**config.mk**
```make
export PLATFORM = sky130hd
export DESIGN_NAME = ibus_line_fill
export DESIGN_NICKNAME = d
export VERILOG_FILES = /design/src/rtl/cpu_pkg.sv /design/src/rtl/ibus_line_fill.sv
export SDC_FILE = /design/constraint.sdc
export NUM_CORES = 1
export LEC_CHECK = 0
export CORE_MARGIN = 2
export CORE_UTILIZATION = 41
export CTS_CLUSTER_DIAMETER = 30
export CTS_CLUSTER_SIZE = 25
export DETAILED_ROUTE_END_ITERATION = 16
export HOLD_SLACK_MARGIN = 0.05
export PLACE_DENSITY = 0.87
export REMOVE_ABC_BUFFERS = 1
export SLEW_MARGIN = 40
export SYNTH_ARGS = -nofsm -noshare
export SYNTH_HDL_FRONTEND = slang
export SYNTH_SLANG_ARGS = --single-unit
```
**constraint.sdc**
```tcl
create_clock -name CLK -period 1.9 [get_ports CLK]
set_input_delay 0.475 -clock CLK [delete_from_list [all_inputs] [get_ports CLK]]
set_output_delay 0.475 -clock CLK [all_outputs]
set_load 0.1 [all_outputs]
```
**src/rtl/cpu_pkg.sv**
```systemverilog
// Shared CPU-side bus types: IBUS byte-enable constant and the line-fill FSM states.
package CPU_PKG;

  localparam logic [3:0] IBUS_BA_LONG = 4'b1111;

  typedef enum logic [1:0] {
    IDLE,
    ARM,
    WAIT
  } LineFillState_t;

endpackage

```
**src/rtl/ibus_line_fill.sv**
```systemverilog
// Cache line-fill engine: locked burst of longword reads over the IBUS REQ/BUSY handshake.
// Build option LINE_FILL_CWF_EN selects critical-word-first ordering (default: ascending from index 0).
//
// state | meaning
// IDLE  | no fill in progress, bus released
// ARM   | beat requested, waiting for BUSY=1
// WAIT  | BSC busy with the beat, waiting for BUSY=0
module ibus_line_fill
  import CPU_PKG::*;
#(
  parameter int BEATS_LOG2 = 2
) (
  input  logic                  CLK,
  input  logic                  RST_N,
  input  logic                  CE_R,
  input  logic                  RES_N,
  input  logic                  FILL_REQ,
  input  logic [31:0]           FILL_A,
  output logic                  FILL_ACK,
  output logic                  LINE_WE,
  output logic [BEATS_LOG2-1:0] LINE_IDX,
  output logic [31:0]           LINE_DATA,
  output logic                  CRIT_VALID,
  output logic                  FILL_DONE,
  output logic [31:0]           IBUS_A,
  output logic [3:0]            IBUS_BA,
  output logic                  IBUS_WE,
  output logic                  IBUS_REQ,
  output logic                  IBUS_LOCK,
  input  logic                  IBUS_BUSY,
  input  logic [31:0]           IBUS_DI
);

  localparam int LA_W = 30 - BEATS_LOG2;
  localparam logic [BEATS_LOG2-1:0] LAST_BEAT = '1;

  LineFillState_t        state;
  logic [LA_W-1:0]       la;
  logic [BEATS_LOG2-1:0] cw;
  logic [BEATS_LOG2-1:0] idx;
  logic [BEATS_LOG2-1:0] cnt;
  logic                  req;

  // Byte offset within the missed longword is irrelevant to a line fill.
  logic unused_fill_a_lsb;
  assign unused_fill_a_lsb = ^FILL_A[1:0];

  always_ff @(posedge CLK or negedge RST_N) begin
    if (!RST_N) begin
      state      <= IDLE;
      la         <= '0;
      cw         <= '0;
      idx        <= '0;
      cnt        <= '0;
      req        <= 1'b0;
      FILL_ACK   <= 1'b0;
      LINE_WE    <= 1'b0;
      LINE_IDX   <= '0;
      LINE_DATA  <= '0;
      CRIT_VALID <= 1'b0;
      FILL_DONE  <= 1'b0;
    end else begin
      // Strobes last exactly one CLK regardless of the CE_R duty.
      FILL_ACK   <= 1'b0;
      LINE_WE    <= 1'b0;
      CRIT_VALID <= 1'b0;
      FILL_DONE  <= 1'b0;
      if (CE_R) begin
        if (!RES_N) begin
          state <= IDLE;
          req   <= 1'b0;
        end else begin
          case (state)
            IDLE: begin
              if (FILL_REQ) begin
                la       <= FILL_A[31:2+BEATS_LOG2];
                cw       <= FILL_A[1+BEATS_LOG2:2];
`ifdef LINE_FILL_CWF_EN
                idx      <= FILL_A[1+BEATS_LOG2:2];
`else
                idx      <= '0;
`endif
                cnt      <= '0;
                req      <= 1'b1;
                FILL_ACK <= 1'b1;
                state    <= ARM;
              end
            end
            ARM: begin
              if (IBUS_BUSY) state <= WAIT;
            end
            WAIT: begin
              if (!IBUS_BUSY) begin
                LINE_DATA  <= IBUS_DI;
                LINE_IDX   <= idx;
                LINE_WE    <= 1'b1;
                CRIT_VALID <= (idx == cw);
                if (cnt == LAST_BEAT) begin
                  req       <= 1'b0;
                  FILL_DONE <= 1'b1;
                  state     <= IDLE;
                end else begin
                  idx   <= idx + 1'b1;
                  cnt   <= cnt + 1'b1;
                  state <= ARM;
                end
              end
            end
            default: state <= IDLE;
          endcase
        end
      end
    end
  end

  // Lock tracks request so the arbiter never sees a gap between beats.
  assign IBUS_REQ  = req;
  assign IBUS_LOCK = req;
  assign IBUS_A    = req ? {la, idx, 2'b00} : 32'h0;
  assign IBUS_BA   = IBUS_BA_LONG;
  assign IBUS_WE   = 1'b0;

endmodule

```
==> metrics.txt, run 1 <==
outcome finished clean; Clock Skew 0.009603 ns; Total GRT Usage 0.1940; Worst setup EP type output pin; clk_lat worst skew between 0.3 and 0.4 ns; Die W about 93 um; CP Launch Type register; Setup CP Type register to output pin; Routed Antenna Nets 0; Final Core Density 0.7347; post-CTS sizing 0; WL per Instance about 16 um; MaxCap Viol Count 0; Power Density 1329 nW/um2; fill count 475; Remaining DRCs 0; Final Cell Area ~5600 um2; storage element area 1877 um2; sequential fraction of the synthesis area 0.5825; HPWL Detailed slightly below 6000 um; maximum vdd drop 0.9133 mV; Synth Flop Type dfrtp_1; Synth Area per Inst 14.19 um2; RSZ-0062 raised after global routing false; clk slew on worst S/H paths around 0.080 ns; top cell type by total area after synthesis dfrtp_1; final hold viol count 0; EDFF count, synth 0; initial core utilization 0.4191; Vias between 2000 and 2500; drt initial violations between 60 and 70; Leakage 2.472 nW; CTS Hold Bufs 1; Ys Warns 0; H-tree depth 3; crit path time final 1.813 ns; Slew Limit Fails 0; CTS tree done; Gate Count Post-Synth 227; Area contributors post-synth dfrtp_1, mux2_2, and2_1; GP Congestion 0.7509; crit path max fanout 31; Yosys cell types 32; Tcrit/Tclk final 0.9541; grt total ovfl 0; n_diodes 0; Synth async-reset ratio 1.000; global-route wire length before repair approximately 13000 um; row count 32; cell area after synthesis 3222 um2; largest net degree at the start of global routing 34; die area 8583 um2; DRT Pass-1 Iters 4; clk buf depth 2; CP required roughly 1.4 ns; register bit total from synthesis 75; fmax 551.6 MHz; port buffer count around 140; min-delay worst type register to register; via count of the first global-routing pass 2527; Synth top area share 0.5825; final worst slack 0.08718 ns; final WL slightly below 8000 um; initial antenna violation count 0; TritonCTS buffer count 9; Core ar. 7687 um2; hold slack 0.4907 ns; nets ~440; Clock Tree Root clkbuf_8; vias per inst 4.837; layout cells sized above 1 0.4297; clk sinks 75; Die Y 92.65 um; Post-CTS Setup Inserts 0; multi-input combinational cell area between 1000 and 1500 um2; Final Setup Violations 0; pre-CTS setup slack -0.2465 ns; IO Count 147; Worst Path Arrival 1.34 ns; area grow syn2layout 75.30%; placed cell areas 5421 um2
[worst max-delay path, stage by stage, from the launching register on]
cell and delay (ns):
dfrtp_1 0.41, buf_12 0.19, and2_1 0.21, buf_12 0.19
[power breakdown]
| group | internal [mW] | leakage, nW | switching (mW) |
|---|---|---|---|
| sequential | 1.96 | 0.958 | 0.298 |
| combinational | 1.48 | 1.41 | 2.45 |
| clock | 0.769 | 0.102 | 0.555 |
[cell usage in the layout, fill, tap and decap left out, drive strengths merged]
master,synthesis,routed
mux2,64,64
nor2,2,2
and3,1,1
a2111oi,1,1
nor3,1,1
dlygate4sd3,0,1
o21bai,1,1
clkinvlp,0,2
buf,16,82
o22ai,1,1
clkdlybuf4s50,0,66
o211ai,1,1
nor3b,1,1
and2,32,32
nand4,1,1
clkbuf,3,11
and4b,1,1
ha,1,1
nand2b,4,4
nand2,4,4
dfrtp,75,75
bufinv,0,2
or3,1,1
inv,4,4
nor4b,1,1
conb,2,7
xnor2,2,2
o21ai,3,3
mux2i,2,2
a32o,1,1
a211oi,1,1
[kinds of logic (layout without fill, tap and decap cells)]
logic type / Yosys count / in the layout / share of synthesized area
adders and majority gates: 1 / 1 / 0.003883
and+or+nand+nor: 49 / 49 / 0.1037
muxes: 66 / 66 / 0.2299
xor gates and xnor gates: 2 / 2 / 0.005438
DFF: 75 / 75 / 0.5825
other: 2 / 7 / 0.002331
AOI/OAI and AO/OA: 9 / 9 / 0.02136
buffers and inverters: 23 / 168 / 0.05087
[area by class of cell]
cell class,count,share of cell area
Timing Repair Buffer,149,0.3917
Sequential cell,75,0.3323
Multi-Input combinational cell,134,0.2124
Clock buffer,11,0.02503
Tap cell,102,0.02260
Clock inverter,4,0.01329
Inverter,4,0.002658
[final timing paths]
path | startpoint | to | slack, ns | cells past startpoint
worst max-delay path | IBUS_LOCK | IBUS_A[10] | 0.09 | 3
worst min-delay path | la[4] | la[4] | 0.49 | 1
worst max register to register | state[0] | LINE_DATA[0] | 0.25 | 4
worst min register to register | la[4] | la[4] | 0.49 | 1
max in group asynchronous | RST_N | la[7] | 0.72 | 3
min in group asynchronous | RST_N | la[8] | 0.59 | 2
[synthesized netlist by cell type, types with 2 or more instances]
cell,count
conb_1,2
mux2_1,3
nor2_1,2
nand2b_1,3
inv_1,4
clkbuf_1,3
and2_1,32
o21ai_0,3
nand2_1,3
mux2_2,61
buf_2,2
buf_4,8
dfrtp_1,75
xnor2_1,2
mux2i_1,2
buf_6,6
[metrics by stage]
stage,total power [mW],TNS [ns],cells
floorplan,4.601,-54.42,213
global placement,6.133,-11.18,463
detailed placement,6.233,-13.13,463
CTS,7.584,0,479
global route,7.785,0,479
finish,7.508,0,479
[flip-flops by register name, indices dropped and copies added, names as in the netlist]
register	count
LINE_DATA	32
la	28
LINE_IDX	2
cnt	2
cw	2
idx	2
state	2
CRIT_VALID	1
FILL_ACK	1
FILL_DONE	1
IBUS_LOCK	1
LINE_WE	1
[metal layers]
metal / up-vias / track usage / part of all wire
li1: 1052 / - / -
met1: 1140 / 0.2305 / 0.39
met2: 116 / 0.3279 / 0.51
met3: 9 / 0.06672 / 0.090
met4: 0 / 0.06985 / 0.012
met5: - / 0 / 0
(Power assumes the default switching activity.)
==> inputs of run 2 (changes only) <==
--- a/config.mk
+++ b/config.mk
@@ -8,10 +8,10 @@
 export CORE_MARGIN = 2
 export CORE_UTILIZATION = 41
 export CTS_CLUSTER_DIAMETER = 30
-export CTS_CLUSTER_SIZE = 25
+export CTS_CLUSTER_SIZE = 24
 export DETAILED_ROUTE_END_ITERATION = 16
 export HOLD_SLACK_MARGIN = 0.05
-export PLACE_DENSITY = 0.87
+export PLACE_DENSITY = 0.79
 export REMOVE_ABC_BUFFERS = 1
 export SLEW_MARGIN = 40
 export SYNTH_ARGS = -nofsm -noshare
==> constraint.sdc (replaced) <==
create_clock -name CLK -period 1.9 [get_ports CLK]
set_input_delay 0.38 -clock CLK [delete_from_list [all_inputs] [get_ports CLK]]
set_output_delay 0.38 -clock CLK [all_outputs]
set_load 0.1 [all_outputs]
==> metrics.txt, run 2 (synthesis results as in run 1) <==
DRT Pass-1 Iters 4 (unchanged); Cells after DPL 464 (+0.22%); WL per Instance 14.72 um (-11%); grt total ovfl 0 (unchanged); min-delay worst type register to register; Psw 3.171 mW (-3.9%); Layout Cells excl Fill 481 (+0.42%); Design Power 6.841 mW (-8.9%); initial core utilization 0.4191 (unchanged); Power Density 1330 nW/um2 (about the same); Die W 92.65 um (unchanged); CP required 2.11 ns (+0.69 ns); CTS tree done; row count 32 (unchanged); Routed Antenna Nets 0 (unchanged); Tcrit/Tclk final 0.9310 (-0.02315); port buffer count 137 (unchanged); initial antenna violation count 0 (unchanged); Worst Path Arrival 1.98 ns (+0.64 ns); Internal 3.670 mW (-13%); n_diodes 0 (unchanged); nets 445 (+0.23%); fmax 565.3 MHz (+2.5%); commonest non-fill, non-tap cell in the layout dfrtp_1; hold slack 0.4880 ns (-0.002759 ns); GP Congestion 0.7311 (-2.6%); crit path max fanout 21 (-32%); Worst setup EP type register; Clock Skew 0.006908 ns (-0.002695 ns); clock power share 0.174 (-0.002); Die Y 92.65 um (unchanged); crit path time final 1.769 ns (-0.04398 ns); H-tree depth 3 (unchanged); clk slew on worst S/H paths 0.08 ns (about the same); CTS Hold Bufs 1 (unchanged); Vias 2210 (-4.6%); global-route wire length before repair 11520 um (-11%); clk sinks 75 (unchanged); Setup CP Type input port to register; TritonCTS buffer count 9 (unchanged); Total GRT Usage 0.1720 (-0.02203); Leakage 2.348 nW (-5.0%); Remaining DRCs 0 (unchanged); HPWL Detailed 5337 um (-10%); multi-input combinational cell area 1200 um2 (unchanged); Final Cell Area 5145 um2 (-8.9%); storage element area 1877 um2 (unchanged); vias per inst 4.595 (-5.0%); placed cell areas 4941 um2 (-8.9%); Core ar. 7687 um2 (unchanged); IO Count 147 (unchanged); clk_lat worst skew 0.33 ns (about the same); Switching Fraction 0.4635 (+0.02399); Slew Limit Fails 0 (unchanged); final hold viol count 0 (unchanged); area grow syn2layout 59.69%; combinational share of power 0.512 (-0.011); max FFs per register 32 (unchanged); largest net degree at the start of global routing 39 (+15%); post-CTS sizing 0 (unchanged); clk buf depth 2 (unchanged); RSZ-0062 raised after global routing false; Top Registers LINE_DATA: 32 flops, la: 28 flops; flop-to-flop setup slack 0.26 ns (about the same); MaxCap Viol Count 0 (unchanged); CP Launch Type input port; Final Setup Violations 0 (unchanged); via count of the first global-routing pass 2417 (-4.4%); hold depth 1 (unchanged); Post-CTS Setup Inserts 0 (unchanged); FF-to-FF path depth 3 (-1); sequential share of power 0.314 (+0.013); drt initial violations 57 (-17%); maximum vdd drop 0.8641 mV (-5.4%); Clock Tree Root clkbuf_8; Top reg by flops LINE_DATA; outcome finished clean; final WL 7078 um (-10%); final setup TNS 0 ns (unchanged); fill count 575 (+21%); commonest non-fill, non-tap cells in the layout dfrtp_1, clkdlybuf4s50_1, mux2_2; die area 8583 um2 (unchanged); layout cells sized above 1 0.4327 (+0.003009)
## run 2: cell types whose count changed in the layout (fill, tap and decap cells not counted)
cell,before,now
buf_12,74,35
buf_4,8,48
clkinv_2,0,3
bufinv_16,2,1
clkinvlp_4,2,1
## run 2: final timing paths
| check | to | from |
|---|---|---|
| max | la[18] | RES_N |
| max reg2reg | la[18] | state[0] |
| min | la[3] | la[3] |
| min reg2reg | la[3] | la[3] |
| min in group asynchronous | la[27] | RST_N |
| max in group asynchronous | la[10] | RST_N |
## run 2: per-layer routing
metal  up-vias  part of all wire  wire [um]  GRT usage
met2       104              0.49       3449     0.2859
li1       1049                 -          -          -
met3         6             0.081        576    0.05207
met1      1051              0.42       2976     0.2113
met4         0             0.011         75    0.06618
met5         -                 0          0          0
## run 2: stage by stage
step	setup WS (ns)	util
after CTS	0.1472	0.6693
after detailed placement	-0.2087	0.6427
after floorplan	-1.174	-
final	0.1312	0.6693
after global routing	0.04494	0.6693
after global placement	-0.1837	0.6427
## run 2: critical path, stage by stage
cell and delay [ns]:
clkdlybuf4s50_1 0.50, nand2_2 0.11, nor4b_4 0.28, buf_4 0.33, mux2_2 0.37
## run 2: power by group through the flow
stage                     Sequential (mW)  Combinational (mW)  Clock, mW
after floorplan                      3.35                1.25          0
after global placement               2.16                3.48          0
after detailed placement             2.18                3.53          0
after CTS                            2.15                3.53       1.23
after global routing                 2.20                3.62       1.29
final                                2.15                3.50       1.19
## run 2: cell type report
cell class,count,share of cell area
Timing Repair Buffer,150,0.3366
Inverter,4,0.002918
Sequential cell,75,0.3648
Tap cell,102,0.02481
Clock buffer,11,0.02748
Clock inverter,5,0.01021
Multi-Input combinational cell,134,0.2332
==> inputs of run 3 (changes only) <==
==> constraint.sdc (replaced) <==
create_clock -name CLK -period 1.9 [get_ports CLK]
set_input_delay 0.38 -clock CLK [delete_from_list [all_inputs] [get_ports CLK]]
set_output_delay 0.38 -clock CLK [all_outputs]
set_load 0.02 [all_outputs]
==> metrics.txt, run 3 (synthesis results as in run 1) <==
outcome finished clean; HPWL Detailed 5194 um (-2.7%); Core ar. 7687 um2 (unchanged); n_diodes 0 (unchanged); die area 8583 um2 (unchanged); fill count 654 (+14%); Die W 92.65 um (unchanged); CTS tree done; Remaining DRCs 0 (unchanged); maximum vdd drop 0.4736 mV (-45%); port buffer count 137 (unchanged); Setup CP Type register to output pin; MaxCap Viol Count 0 (unchanged); Slowest-stage cell, CP dfrtp_1; initial antenna violation count 0 (unchanged); final hold viol count 0 (unchanged); Routed Antenna Nets 0 (unchanged); area grow syn2layout 50.10%; grt total ovfl 0 (unchanged); Slew Limit Fails 0 (unchanged); IO Count 147 (unchanged); crit path max fanout 22 (+4.8%); min-delay worst type register to register; largest net degree at the start of global routing 34 (-13%); CP required 1.52 ns (-0.59 ns); delay-heaviest family, CP buffers and inverters; Post-CTS Setup Inserts 0 (unchanged); DRT Pass-1 Iters 3 (-1); fmax 570.8 MHz (+0.97%); Worst Path Arrival 1.37 ns (-0.61 ns); clk buf depth 2 (unchanged); nets 447 (+0.45%); max FFs per register 32 (unchanged); row count 32 (unchanged); final WL 6885 um (-2.7%); final setup TNS 0 ns (unchanged); layout cells sized above 1 0.2474 (-0.1853); GP Congestion 0.7237 (-1.0%); clk slew on worst S/H paths 0.07 ns (about the same); Tcrit/Tclk final 0.9220 (-0.008943); commonest non-fill, non-tap cells in the layout clkdlybuf4s50_1, dfrtp_1, mux2_2; WL per Instance 14.28 um (-2.9%); Clock Tree Root clkbuf_8; crit path time final 1.752 ns (-0.01699 ns); via count of the first global-routing pass 2390 (-1.1%); Vias 2217 (+0.32%); Top reg by flops LINE_DATA; crit-path cells buf_4 > and2_1 > dlygate4sd2_1; initial core utilization 0.4191 (unchanged); commonest non-fill, non-tap cell in the layout clkdlybuf4s50_1; Cells after DPL 466 (+0.43%); CP max stage delay 0.35 ns (-0.15 ns); Final Setup Violations 0 (unchanged); Die Y 92.65 um (unchanged); Clock Skew 0.007071 ns (+0.0001629 ns); Leakage 2.240 nW (-4.6%); Worst setup EP type output pin; vias per inst 4.600 (+0.11%); hold slack 0.4825 ns (-0.005468 ns); Total GRT Usage 0.1675 (-0.004525); TritonCTS buffer count 9 (unchanged); CP bufs+invs 2 (unchanged); RSZ-0062 raised after global routing false; Layout Cells excl Fill 482 (+0.21%); drt initial violations 55 (-3.5%); clk sinks 75 (unchanged); clk_lat worst skew 0.33 ns (about the same); Power Density 969.3 nW/um2 (-27%); H-tree depth 3 (unchanged); Final Core Density 0.6291 (-0.04020); CP Launch Type register; global-route wire length before repair 11300 um (-1.9%); Top Registers LINE_DATA: 32 flops, la: 28 flops
==> run 3: cell count changes in the layout (fill, tap and decap cells not counted), sizes merged <==
cell	previous run	this run
clkdlybuf4s50	66	104
bufinv	1	0
clkbuf	11	12
dlygate4sd2	0	32
clkinvlp	1	0
buf	83	15
==> run 3: where the power goes <==
| part | leakage (nW) | switching (mW) | internal, mW |
|---|---|---|---|
| combinational | 1.20 | 0.679 | 0.833 |
| clock | 0.0860 | 0.537 | 0.498 |
| sequential | 0.958 | 0.183 | 1.96 |
==> run 3: path summary, 6_finish.rpt <==
kind	start	to	slack, ns	cells past startpoint
max in group asynchronous	RST_N	la[3]	0.79	3
hold / removal	la[4]	la[4]	0.48	1
hold reg to reg	la[4]	la[4]	0.48	1
min in group asynchronous	RST_N	la[27]	0.51	2
setup reg to reg	state[0]	LINE_DATA[16]	0.27	4
setup / recovery	IBUS_LOCK	IBUS_A[11]	0.15	3
==> run 3: layout make-up <==
type / instances / area, um2 / area share
well taps: 102 / 127.6 / 0.02639
inverters: 4 / 15.01 / 0.003105
repair buffers: 152 / 1456 / 0.3012
flip-flops and latches: 75 / 1877 / 0.3881
clock buffers: 12 / 145.1 / 0.03001
multi-input cells: 134 / 1200 / 0.2481
clock inverters: 3 / 15.01 / 0.003105
==> run 3: worst register-to-register path, cell delays in order (launching register included) <==
cell and delay (ns):
dfrtp_1 0.48, nand2b_4 0.20, nor3_4 0.21, buf_12 0.24, mux2_2 0.39
==> run 3: stage by stage <==
stage	area (um2)	power (mW)	setup WS (ns)
final	4836	4.687	0.1482
after global routing	4836	4.958	0.06231
after CTS	4836	4.748	0.1181
after detailed placement	4706	3.782	-0.1980
after global placement	4706	3.730	-0.1786
after floorplan	3092	2.937	-0.2621
==> run 3: what timing repair did <==
action / 4_1_cts / 5_1_grt
hold buffers: 1 / 0
setup endpoints to repair: 32 / 0
gates resized for setup: 32 / 0
hold endpoints to repair: 25 / 0
==> run 3: per-layer routing <==
| metal | part of all wire | global-route usage |
|---|---|---|
| met1 | 0.42 | 0.2053 |
| met2 | 0.46 | 0.2701 |
| met4 | 0.012 | 0.05882 |
| met3 | 0.10 | 0.06591 |
| met5 | 0 | 0 |
